`config.mk`:
```
export PLATFORM = sky130hd
export DESIGN_NAME = uart_rx
export DESIGN_NICKNAME = d
export VERILOG_FILES = /design/src/rtl/uart_rx.sv
export SDC_FILE = /design/constraint.sdc
export NUM_CORES = 1
export LEC_CHECK = 0
export BUFFER_PORTS_ARGS = -buffer_cell sky130_fd_sc_hd__buf_2
export CAP_MARGIN = 5
export CORE_MARGIN = 4
export CORE_UTILIZATION = 46
export DETAILED_ROUTE_END_ITERATION = 7
export PLACE_DENSITY = 0.75
export RECOVER_POWER = 50
export SYNTH_ARGS = -nofsm -noshare
export SYNTH_HDL_FRONTEND = slang
export SYNTH_SLANG_ARGS = --single-unit
```
`constraint.sdc`:
```
create_clock -name i_clk -period 2.9 [get_ports i_clk]
set_clock_uncertainty 0.05 [all_clocks]
set_input_delay 0.58 -clock i_clk [delete_from_list [all_inputs] [get_ports i_clk]]
set_output_delay 0.58 -clock i_clk [all_outputs]
set_load 0.05 [all_outputs]
```
`src/rtl/uart_rx.sv`:
```
// uart_rx: 8N1 UART receiver.
// Takes an asynchronous, idle-high serial line and produces one-cycle byte
// strobes (o_wr with o_data) or framing-error strobes (o_frame_err).
// Bit timing comes from a down-counting baud counter. The counter is first
// loaded with a half period so that every later sample lands in the middle
// of its bit.
// A stop bit sampled low is treated as a possible break. The receiver then
// parks in BREAK until the line returns high, so a held-low line gives one
// error strobe and no repeated start detections.

module uart_rx #(
    parameter logic [23:0] CLOCKS_PER_BAUD = 24'd217
) (
    input  logic       i_clk,
    input  logic       i_reset,
    input  logic       i_uart_rx,
    output logic       o_wr,
    output logic [7:0] o_data,
    output logic       o_frame_err,
    output logic       o_busy
);

    // Half a bit period positions the first sample mid start bit.
    // Both reload values are kept at 24 bits so no legal divider truncates.
    localparam logic [23:0] HALF      = CLOCKS_PER_BAUD >> 1;
    localparam logic [23:0] HALF_LOAD = HALF - 24'd1;
    localparam logic [23:0] BAUD_LOAD = CLOCKS_PER_BAUD - 24'd1;

    typedef enum logic [2:0] {
        S_IDLE,
        S_START,
        S_DATA,
        S_STOP,
        S_BREAK
    } state_t;

    state_t      state;
    logic        rx_meta;
    logic        rx_s;
    logic [23:0] counter;
    logic [2:0]  bit_idx;
    logic [7:0]  shreg;

    // Two-flop synchronizer on the serial pin. It resets to the idle level
    // so that leaving reset cannot look like a start edge.
    always_ff @(posedge i_clk) begin
        if (i_reset) begin
            rx_meta <= 1'b1;
            rx_s    <= 1'b1;
        end else begin
            rx_meta <= i_uart_rx;
            rx_s    <= rx_meta;
        end
    end

    // Receive FSM. It also owns the baud counter, the bit index, the shift
    // register and every registered output.
    always_ff @(posedge i_clk) begin
        if (i_reset) begin
            state       <= S_IDLE;
            counter     <= 24'd0;
            bit_idx     <= 3'd0;
            shreg       <= 8'h00;
            o_wr        <= 1'b0;
            o_data      <= 8'h00;
            o_frame_err <= 1'b0;
            o_busy      <= 1'b0;
        end else begin
            o_wr        <= 1'b0;
            o_frame_err <= 1'b0;
            case (state)
                S_IDLE: begin
                    if (!rx_s) begin
                        counter <= HALF_LOAD;
                        o_busy  <= 1'b1;
                        state   <= S_START;
                    end
                end

                S_START: begin
                    if (counter == 24'd0) begin
                        if (rx_s) begin
                            o_busy <= 1'b0;
                            state  <= S_IDLE;
                        end else begin
                            counter <= BAUD_LOAD;
                            bit_idx <= 3'd0;
                            state   <= S_DATA;
                        end
                    end else begin
                        counter <= counter - 24'd1;
                    end
                end

                S_DATA: begin
                    if (counter == 24'd0) begin
                        shreg   <= {rx_s, shreg[7:1]};
                        counter <= BAUD_LOAD;
                        if (bit_idx == 3'd7) begin
                            state <= S_STOP;
                        end else begin
                            bit_idx <= bit_idx + 3'd1;
                        end
                    end else begin
                        counter <= counter - 24'd1;
                    end
                end

                S_STOP: begin
                    if (counter == 24'd0) begin
                        if (rx_s) begin
                            o_data <= shreg;
                            o_wr   <= 1'b1;
                            o_busy <= 1'b0;
                            state  <= S_IDLE;
                        end else begin
                            o_frame_err <= 1'b1;
                            state       <= S_BREAK;
                        end
                    end else begin
                        counter <= counter - 24'd1;
                    end
                end

                S_BREAK: begin
                    if (rx_s) begin
                        o_busy <= 1'b0;
                        state  <= S_IDLE;
                    end
                end

                default: begin
                    o_busy <= 1'b0;
                    state  <= S_IDLE;
                end
            endcase
        end
    end

endmodule

```
==> results by group <==
STA
  • Fmax: 0.3630 GHz
  • Relative slew margins: 53.63%
  • Final worst setup slack: 0.1453 ns
  • Setup Viol. Count Final: 0
  • Worst Tran Pin Value: 0.6931 ns
  • RSZ-0062 raised after global routing: no
  • Slew Limit Fails: 0
  • Final Hold Vio Count: 0
  • Hold Slack: 0.3738 ns
  • Post-Route Setup TNS: 0 ns
  • Post-layout min period: 2.755 ns
  • Tcrit/Tclk final: 94.99%

Worst setup path
  • Kind of critical path: register to register
  • Critical path data arrival time: 2.89 ns
  • CP endpoint kind: register
  • Crit path max fanout: 8
  • Startpoint types: register
  • WP data required: 3.04 ns

Synthesis
  • Synth warnings: 0
  • Most numerous cell in the Yosys netlist: dfxtp_1
  • Main synth FF type: dfxtp_1
  • EDFF count, synth: 0
  • Share of the synthesized area in the top cell type: 42.79%
  • Synth unique cells: 48
  • Post-synthesis instance total: 262
  • Post-Syn Area: 0.002386 mm2
  • Post-synth top area cell: dfxtp_1
  • Syn avg cell area: 9.107 um2
  • Asr flop ratio synth: 0%
  • Synthesized flop and latch total: 51
  • Most area-consuming cells after synthesis: dfxtp_1 (43%), mux2i_1 (7.1%), nor2_1 (5.3%), xor2_1 (3.3%), a21oi_1 (2.9%)
  • Fraction of the yosys area taken by sequential cells: 42.79%
  • Commonest cells in the netlist: dfxtp_1 (51), nor2_1 (34), mux2i_1 (17)
  • Synthesized Nets: 268

Drt
  • Iter 0 DRT Violations: 99
  • Detailed Route WL: 4850 um
  • DRC Markers: 0
  • Wire per inst: 13.94 um
  • Vias per inst: 5.787
  • Antenna Nets Post-Route: 0
  • Vias: 2014
  • Pre-Repair DR Iteration Count: 4

GRT
  • GRT busiest layer: met2
  • Initial antenna violation count: 0
  • Vias in the first global route: 1884
  • Met2 usage: 26.90%
  • Largest net degree at the start of global routing: 36
  • GRT Total Usage: 16.48%
  • GRT overflow: 0
  • Met3 Use GR: 3.612%
  • M1 GR Usage: 20.52%
  • First-pass GRT wire length: 8473 um

Cells and area
  • Ant. Diodes: 0
  • Area grow syn2layout: 11.85%
  • Multi-input logic area: 0.001284 mm2
  • Nets@finish: 286
  • Storage cell area: 0.001021 mm2
  • FILL cells: 471
  • Layout cell share with drive strength beyond 1: 13.17%

Clock tree
  • CTS sink count: 51
  • Root Buffer Master: clkbuf_8
  • CTS tree: built
  • CTS buffer count: 5
  • Worst-path clk slew: 0.10 ns
  • Worst-skew pair later-pin latency: 0.31 ns
  • Hold-fix buffers, CTS: 0
  • Worst-case clock buffer depth: 2
  • Htree depth: 2

Die
  • Core ar.: 0.004880 mm2
  • Area of the die: 0.006403 mm2
  • # IOs: 14
  • Starting Density: 48.90%
  • Die width: 80.02 um
  • Die Ht: 80.02 um
  • FP Rows: 25

Worst hold path
  • Worst hold path class: register to register

Run status
  • Status: completed

Pwr
  • LEAKAGE: 0.9583 nW
  • Peak VDD IR: 0.3402 mV
  • Total power: 0.002160 W
  • Pwr per Cell Area: 809.3 mW/mm2

Job
  • Max-cap violations: 0

Placed design
  • Worst slack, placed: 0.1029 ns
  • DP HPWL: 3340 um
  • Port-buffer cells: 13
  • Gpl congestion: 0.8121
[sequential cells by signal (all words and copies together) (netlist names)]
signal,cells
shreg,8
o_frame_err,1
o_busy,1
counter,24
o_data,8
rx_meta,1
state,3
o_wr,1
bit_idx,3
rx_s,1
[metrics by stage]
stage,std cells,instance area [um2],utilization [%]
2_1_floorplan,262,2386,-
3_3_place_gp,340,2589,53.05
3_5_place_dp,340,2589,53.05
4_1_cts,348,2684,55.00
5_1_grt,348,2669,54.69
6_report,348,2669,54.69
[critical path: stages, from the launching register on]
cell and delay [ns]:
dfxtp_1 0.34, inv_1 0.11, ha_1 0.18, or4b_4 0.47
or4_4 0.57, nor4_4 0.29, clkbuf_2 0.32, mux2i_1 0.24
nor2_1 0.05
[cells by family (layout without fill, tap and decap cells)]
kind of cell / after synthesis / in the layout / share of synthesized area (%)
DFF: 51 / 51 / 42.79
muxes: 18 / 18 / 7.603
buffers and inverters: 22 / 41 / 4.038
and+or+nand+nor: 102 / 102 / 23.75
xor gates and xnor gates: 11 / 11 / 4.038
adders and majority gates: 4 / 4 / 1.993
AOI/OAI and AO/OA: 54 / 54 / 15.78
[routing by layer]
| metal | share of wire (%) | vias up |
|---|---|---|
| met4 | 2.5 | 0 |
| met3 | 4.4 | 10 |
| met5 | 0 | - |
| met1 | 46 | 955 |
| met2 | 47 | 47 |
| li1 | - | 1002 |
[final timing paths]
check                               start                      to  slack [ns]  cells after the start
setup / recovery  counter[0]$_SDFFE_PP0P_  o_data[4]$_SDFFE_PP0P_        0.15                      8
hold / removal         rx_meta$_SDFF_PP1_         rx_s$_SDFF_PP1_        0.37                      1
setup reg to reg  counter[0]$_SDFFE_PP0P_  o_data[4]$_SDFFE_PP0P_        0.15                      8
hold reg to reg        rx_meta$_SDFF_PP1_         rx_s$_SDFF_PP1_        0.37                      1
[cell usage in the layout, fill, tap and decap left out, types with 6 or more instances in the layout]
cell type / count
o21ai_0: 6
nor3_1: 13
or4_1: 9
xor2_1: 9
clkbuf_1: 13
o31ai_1: 7
a21oi_1: 14
nor4_1: 8
mux2i_1: 17
dfxtp_1: 51
o211ai_1: 6
nor2_1: 34
buf_4: 11
[what timing repair did]
action | CTS | global route
setup buffers | 0 | 0
endpoints found under the setup margin | 0 | 20
gates resized for setup | 0 | 3
[power by group]
part	total, W	switching, W	leakage (nW)	internal (W)
registers	0.000850	0.0000778	0.413	0.000772
clock network	0.000429	0.000251	0.0491	0.000178
logic	0.000882	0.000529	0.496	0.000353
total	0.00216	0.000858	0.958	0.00130
[layout make-up]
type / count / area share (%)
clock buffers: 5 / 2.579
clock inverters: 3 / 0.9845
inverters: 5 / 0.7032
multi-input cells: 189 / 48.10
flip-flops and latches: 51 / 38.26
well taps: 67 / 3.141
repair buffers: 28 / 6.235
Power figures use the tool's default switching activity.
